<file path="config.mk">
export PLATFORM = sky130hd
export DESIGN_NAME = fifo_rd_drain
export DESIGN_NICKNAME = d
export VERILOG_FILES = /design/src/rtl/fifo_rd_drain.sv
export SDC_FILE = /design/constraint.sdc
export NUM_CORES = 1
export LEC_CHECK = 0
export CORE_ASPECT_RATIO = 2
export CORE_UTILIZATION = 52
export CTS_CLUSTER_DIAMETER = 40
export DETAILED_ROUTE_END_ITERATION = 8
export GPL_TIMING_DRIVEN = 0
export PLACE_DENSITY = 0.85
export SYNTH_ARGS = -nofsm -noshare
export SYNTH_HDL_FRONTEND = slang
export SYNTH_SLANG_ARGS = --single-unit
</file>
<file path="constraint.sdc">
create_clock -name rclk -period 5.07 [get_ports rclk]
set_input_delay 1.014 -clock rclk [delete_from_list [all_inputs] [get_ports rclk]]
set_output_delay 1.014 -clock rclk [all_outputs]
set_load 0.01 [all_outputs]
</file>
<file path="src/rtl/fifo_rd_drain.sv">
// fifo_rd_drain -- read-side consumer stage of async_fifo_top (rclk domain).
//
// Pops the FIFO only while it is non-empty and while skid-buffer credit is
// available, absorbs the FIFO's one-cycle read latency in a small circular
// skid buffer, and presents the words downstream as a valid/ready stream.
// Full throughput needs SKID_DEPTH >= 3.
//
// Optional feature: define FIFO_RD_DRAIN_STATS_EN to enable the word/stall
// statistics counters. When undefined, word_count and stall_count are tied 0.
//
// Ports:
//   rclk         read-domain clock, all state on posedge
//   reset        asynchronous, active-high reset
//   enable       drain permission; 0 stops new pops
//   fifo_empty   FIFO empty flag
//   fifo_ren     FIFO read enable (pop)
//   fifo_rdata   FIFO data_out, valid the cycle after a sampled pop
//   out_valid    downstream word available
//   out_ready    downstream accepts
//   out_data     downstream word
//   word_count   completed output handshakes (wraps)
//   stall_count  cycles with out_valid & ~out_ready (wraps)
module fifo_rd_drain #(
  parameter int WIDTH      = 8,
  parameter int SKID_DEPTH = 4,
  parameter int CNT_WIDTH  = 16
) (
  input  logic                 rclk,
  input  logic                 reset,
  input  logic                 enable,
  input  logic                 fifo_empty,
  output logic                 fifo_ren,
  input  logic [WIDTH-1:0]     fifo_rdata,
  output logic                 out_valid,
  input  logic                 out_ready,
  output logic [WIDTH-1:0]     out_data,
  output logic [CNT_WIDTH-1:0] word_count,
  output logic [CNT_WIDTH-1:0] stall_count
);

  localparam int PTR_W = $clog2(SKID_DEPTH);
  localparam int CNT_W = PTR_W + 1;
  localparam int OCC_W = PTR_W + 2;

  localparam logic [PTR_W-1:0] PTR_ONE   = PTR_W'(1);
  localparam logic [CNT_W-1:0] CNT_ONE   = CNT_W'(1);
  localparam logic [OCC_W-1:0] DEPTH_OCC = OCC_W'(SKID_DEPTH);

  logic [WIDTH-1:0] mem [SKID_DEPTH];
  logic [PTR_W-1:0] wr_ptr;
  logic [PTR_W-1:0] rd_ptr;
  logic [CNT_W-1:0] count;
  logic             inflight;

  logic [OCC_W-1:0] occupancy;
  logic             handshake;

  // Credit check: words already buffered plus the one in flight must leave a
  // free slot for the word this pop will return. Depends on registered state
  // only, so out_ready never reaches fifo_ren combinationally.
  assign occupancy = {1'b0, count} + {{(OCC_W-1){1'b0}}, inflight};
  assign fifo_ren  = enable & ~fifo_empty & ~reset & (occupancy < DEPTH_OCC);

  assign out_valid = (count != '0);
  assign out_data  = mem[rd_ptr];
  assign handshake = out_valid & out_ready;

  // ---- stage boundary: pop issued -> word returned by FIFO (inflight) ----
  // ---- stage boundary: returned word -> skid buffer -> downstream ----
  always_ff @(posedge rclk or posedge reset) begin
    if (reset) begin
      inflight <= 1'b0;
      wr_ptr   <= '0;
      rd_ptr   <= '0;
      count    <= '0;
      for (int i = 0; i < SKID_DEPTH; i++) begin
        mem[i] <= '0;
      end
    end else begin
      inflight <= fifo_ren;
      if (inflight) begin
        mem[wr_ptr] <= fifo_rdata;
        wr_ptr      <= wr_ptr + PTR_ONE;
      end
      if (handshake) begin
        rd_ptr <= rd_ptr + PTR_ONE;
      end
      // Capture and handshake in the same cycle leave the fill level as is.
      case ({inflight, handshake})
        2'b10:   count <= count + CNT_ONE;
        2'b01:   count <= count - CNT_ONE;
        default: count <= count;
      endcase
    end
  end

`ifdef FIFO_RD_DRAIN_STATS_EN
  localparam logic [CNT_WIDTH-1:0] STAT_ONE = CNT_WIDTH'(1);

  logic [CNT_WIDTH-1:0] word_cnt;
  logic [CNT_WIDTH-1:0] stall_cnt;

  always_ff @(posedge rclk or posedge reset) begin
    if (reset) begin
      word_cnt  <= '0;
      stall_cnt <= '0;
    end else begin
      if (handshake) begin
        word_cnt <= word_cnt + STAT_ONE;
      end
      if (out_valid && !out_ready) begin
        stall_cnt <= stall_cnt + STAT_ONE;
      end
    end
  end

  assign word_count  = word_cnt;
  assign stall_count = stall_cnt;
`else
  assign word_count  = '0;
  assign stall_count = '0;
`endif

endmodule

</file>
Word-level counts from Yosys, hierarchy flattened
Cells that the tools add are included.
Word-level totals
  bits in registers: 40
  bits of input ports: 13
  output and inout bits: 42
  logic and storage cells: 37
Operators by class
  add/sub/neg operators: 5
  order comparisons: 4
  eq/ne operators: 2
  multiplexer cells: 7
  bitwise operators: 8
  reductions and logical operators: 3
Operators by type and width (count)
  $bwmux 32: 1
  $mux 8: 3
  $bmux 8 s2: 1
  $demux 8 s2: 1
  $ge 3x3->1 const B: 2
  $not 2->3: 2
  $pmux 3 s2: 1
  $add 2x1->2 const B: 2
  $add 3x1->4: 1
  $and 1x1->1: 4
  $lt 4x3->1 const B: 1
  $add 3x1->3 const B: 1
  $lt 3x1->1 const B: 1
  $reduce_bool 3->1: 1
  $sub 3x1->3 const B: 1
  $eq 2x1->1 const B: 1
  $eq 2x2->1 const B: 1
  $not 1->1: 2
  $reduce_bool 2->1: 1
  $logic_and 1x1->1: 1

Longest topological paths before layout
  depth after elaboration: 6
  depth in mapped cells: 8
  gate-level depth less buffers: 7

Least setup slack after synthesis
Ideal clock, no wire load.
  path kind: in2out
  start: in fifo_empty
  end: out fifo_ren
  data arrival time: 1.778 ns
  data required time: 4.056 ns
  slack: 2.278 ns
  cell stages on the path: 2
  path buffers: 0
  cells stage by stage: or4b_1 > a31oi_1
On the way
  cells in the longest elaborated chain, start to end: 4
Ends and longest elaborated chain
  start: declaration: line 31  | input logic fifo_empty,
  $not 1->1: line 62  | assign fifo_ren = enable & ~fifo_empty & ~reset & (occupancy < DEPTH_OCC);
  $and 1x1->1 (3 in a row): line 62
  end: declaration: line 32  | output logic fifo_ren,
No other way between the ends.

Final worst setup path
  start: in reset
  end: out fifo_ren
On the way
  cells in the longest elaborated chain, start to end: 3
Ends and longest elaborated chain
  start: declaration: line 29  | input logic reset,
  $not 1->1: line 62
  $and 1x1->1 (2 in a row): line 62
No other way between the ends.

==> results.md <==
- Row count: 32
- Worst Setup Start Kind: input pin
- Main combinational cell family by area after synthesis: multiplexers
- Final instance area: around 2500 um^2
- ANT cells: 0
- Period minus WS final: about 3.7 ns
- CTS Sinks: 40
- Worst R2R Start: count[0]
- Worst EP required: around 4.1 ns
- Synth Area in Simple Gates: 0.0262
- Number of DRC markers in iteration 0: 44
- H-tree depth: 2
- Slew margin rel.: 0.473
- Final hold vios: 0
- Routed wire per std cell: ~12 um
- Vias in the first global route: 1195
- Total CTS buffers: 5
- First-pass GRT wire length: 5500 um
- Crit path cell chain: clkdlybuf4s50_1, or4b_1, a31oi_1, clkdlybuf4s50_1
- R2R setup slack: approximately 3.3 ns
- Compound-Gate Fraction of Synth Area: 0.0104
- Period utilization: 0.729
- Syn Std Cell Area: between 2000 and 2500 um^2
- Synth warnings: 0
- Fmax: about 0.27 GHz
- Hold WC Path Type: register to register
- Max-slew violation count: 0
- Die H: slightly above 90 um
- Hold path startpoint: mem[1]
- Final global-route overflow total: 0
- Placed instance area: 2450 um^2
- Avg Cell Area, Syn: approximately 14 um^2
- Core ar.: roughly 3800 um^2
- DR pass1 iterations: 4
- Hold Path Sink: mem[1]
- Resize count post-CTS: 0
- Vias: between 1000 and 1500
- Clk buf depth: 2
- Port bufs: 22
- Placed insts: roughly 250
- Non-filler cells, final: around 260
- Unrepaired setup endpoints after global routing: false
- Slowest cell delay on critical path: around 0.58 ns
- CP max FO: 2
- Worst EP arrival: 2.68 ns
- Worst IR Drop VDD: around 280 uV
- Setup bufs post-CTS: 0
- Initial core utilization: 0.539
- WS Path Type: input pin to primary output
- # nets final: around 230
- GP Congestion: about 0.70
- Flops & latches, synth: 40
- Worst Hold Depth: 1
- Status: finished clean
- Worst slew pin tran: ~0.8 ns
- # fillers: between 300 and 400
- Gr usage total: 0.186
- Clock skew: 0.00764 ns
- Crit path top cell by count: clkdlybuf4s50_1
- Multiplexer share of the synthesized area: 0.268
- Die ar.: between 4000 and 5000 um^2
- Number of routed nets with antenna violations: 0
- Worst setup EP type: primary output
- # IOs: between 50 and 60
- Post-Synth XOR/XNOR Area: 0.0256
- Final setup fails: 0
- CTS tree: yes
- Skew-Pair Late Insertion Delay: slightly below 0.3 ns
- Seq/Total Area, Yosys: 0.488
- Area grow syn2layout: 23.3%
- Layout cell share with drive strength beyond 1: 0.423
- Post-Synth Adder-Cell Area: 0.0402
- Post-route DRC: 0
- DR vias/cell: between 4 and 5
- Leakage: roughly 1.2 nW
- Reg-to-reg endpoint: count[2]
- Largest net degree at the start of global routing: 41
- CTS root buffer: clkbuf_8
- Worst-path clk slew: about 0.060 ns
- Initial antenna violation count: 0
- TNS Setup: 0 ns
- Power per cell area: 533 nW/um^2
- Post-CTS Hold Fix Bufs: 0
- Width of the die: 46.4 um
- Total power draw: ~1.3 mW
- Slowest cell on crit path: clkdlybuf4s50_1
- WL final: about 3200 um
- Total of max-cap violations: 0
- Gate Count Post-Synth: about 150
- Yosys cell types: 20
- R2R depth: 7
[power by group]
group | total [mW] | switching [mW] | internal [mW]
Combinational | 0.590 | 0.216 | 0.374
Sequential | 0.561 | 0.0817 | 0.480
Clock | 0.196 | 0.103 | 0.0934
[area by class of cell]
cell class,instances,area (um^2),share of cell area
clock inverters,1,5.00,0.00198
inverters,7,26.3,0.0104
multi-input cells,97,881,0.348
flip-flops and latches,40,1000,0.396
repair buffers,22,220,0.0870
plain buffers,35,260,0.103
well taps,51,63.8,0.0252
clock buffers,6,72.6,0.0287
[Yosys cell counts]
cell type  instances  area, um^2
a31oi_1            1        6.26
buf_2              1        5.00
buf_4             34         255
conb_1             1        3.75
dfrtp_1           40        1000
fa_1               1        20.0
ha_1               5        62.6
inv_1              7        26.3
mux2_2            32         360
mux2i_1            1        10.0
mux4_2             8         180
nand2_1            2        7.51
nand2_2            4        25.0
nor2_1             1        3.75
o21ai_0            1        5.00
o31a_2             1        10.0
or3_2              1        7.51
or4b_1             1        10.0
xnor2_1            2        17.5
xor2_1             4        35.0
[kinds of logic (layout without fill, tap and decap cells)]
family                   Yosys count  after routing
AND/OR/NAND/NOR                    9              9
adder cells (fa/ha/maj)            6              6
flip-flops                        40             40
AO/OA/AOI/OAI                      3              3
buffers and inverters             42             71
other                              1             32
XOR/XNOR                           6              6
multiplexers                      41             41
[worst max path at each step]
| stage | from | end | slack [ns] |
|---|---|---|---|
| 2_1_floorplan | fifo_empty | fifo_ren | 2.28 |
| 3_3_place_gp | fifo_empty | fifo_ren | 1.37 |
| 3_5_place_dp | reset | fifo_ren | 1.37 |
| 4_1_cts | reset | fifo_ren | 1.35 |
| 5_1_grt | reset | fifo_ren | 1.29 |
| 6_report | reset | fifo_ren | 1.37 |
[per-stage QoR]
step                       util  setup slack [ns]  hold WS [ns]
after floorplan               -              2.28         0.469
after global placement    0.645              1.37         0.482
after detailed placement  0.645              1.37         0.491
after CTS                 0.665              1.35         0.507
after global routing      0.665              1.29         0.519
final                     0.665              1.37         0.503
[worst max-delay path: cells and delay by family]
family / cells / cell delay [ns]
AO/OA/AOI/OAI: 1 / 0.20
buffers and inverters: 2 / 1.00
AND/OR/NAND/NOR: 1 / 0.47
[metal layers]
| metal | track usage | routed length, um | vias to the layer above |
|---|---|---|---|
| met5 | 0 | 0 | - |
| met2 | 0.304 | 1810 | 34 |
| met1 | 0.200 | 1180 | 587 |
| met4 | 0.0980 | 82 | 0 |
| li1 | - | - | 558 |
| met3 | 0.0580 | 147 | 5 |
[state kept, by name, indices dropped and copies added (netlist names)]
name      flops
count         3
inflight      1
rd_ptr        2
wr_ptr        2
mem          32
[layout by cell type (no fill, tap or decap)]
master           netlist  final
dfrtp_1               40     40
buf_4                 34     34
mux2_2                32     32
conb_1                 1     32
clkdlybuf4s50_1        0     22
mux4_2                 8      8
inv_1                  7      6
ha_1                   5      5
clkbuf_8               0      5
nand2_2                4      4
xor2_1                 4      4
xnor2_1                2      2
nand2_1                2      2
mux2i_1                1      1
o31a_2                 1      1
buf_2                  1      1
or3_2                  1      1
or4b_1                 1      1
a31oi_1                1      1
inv_2                  0      1
nor2_1                 1      1
o21ai_0                1      1
fa_1                   1      1
clkinv_2               0      1
clkbuf_1               0      1
No activity file was read; power rests on OpenSTA's default activity.
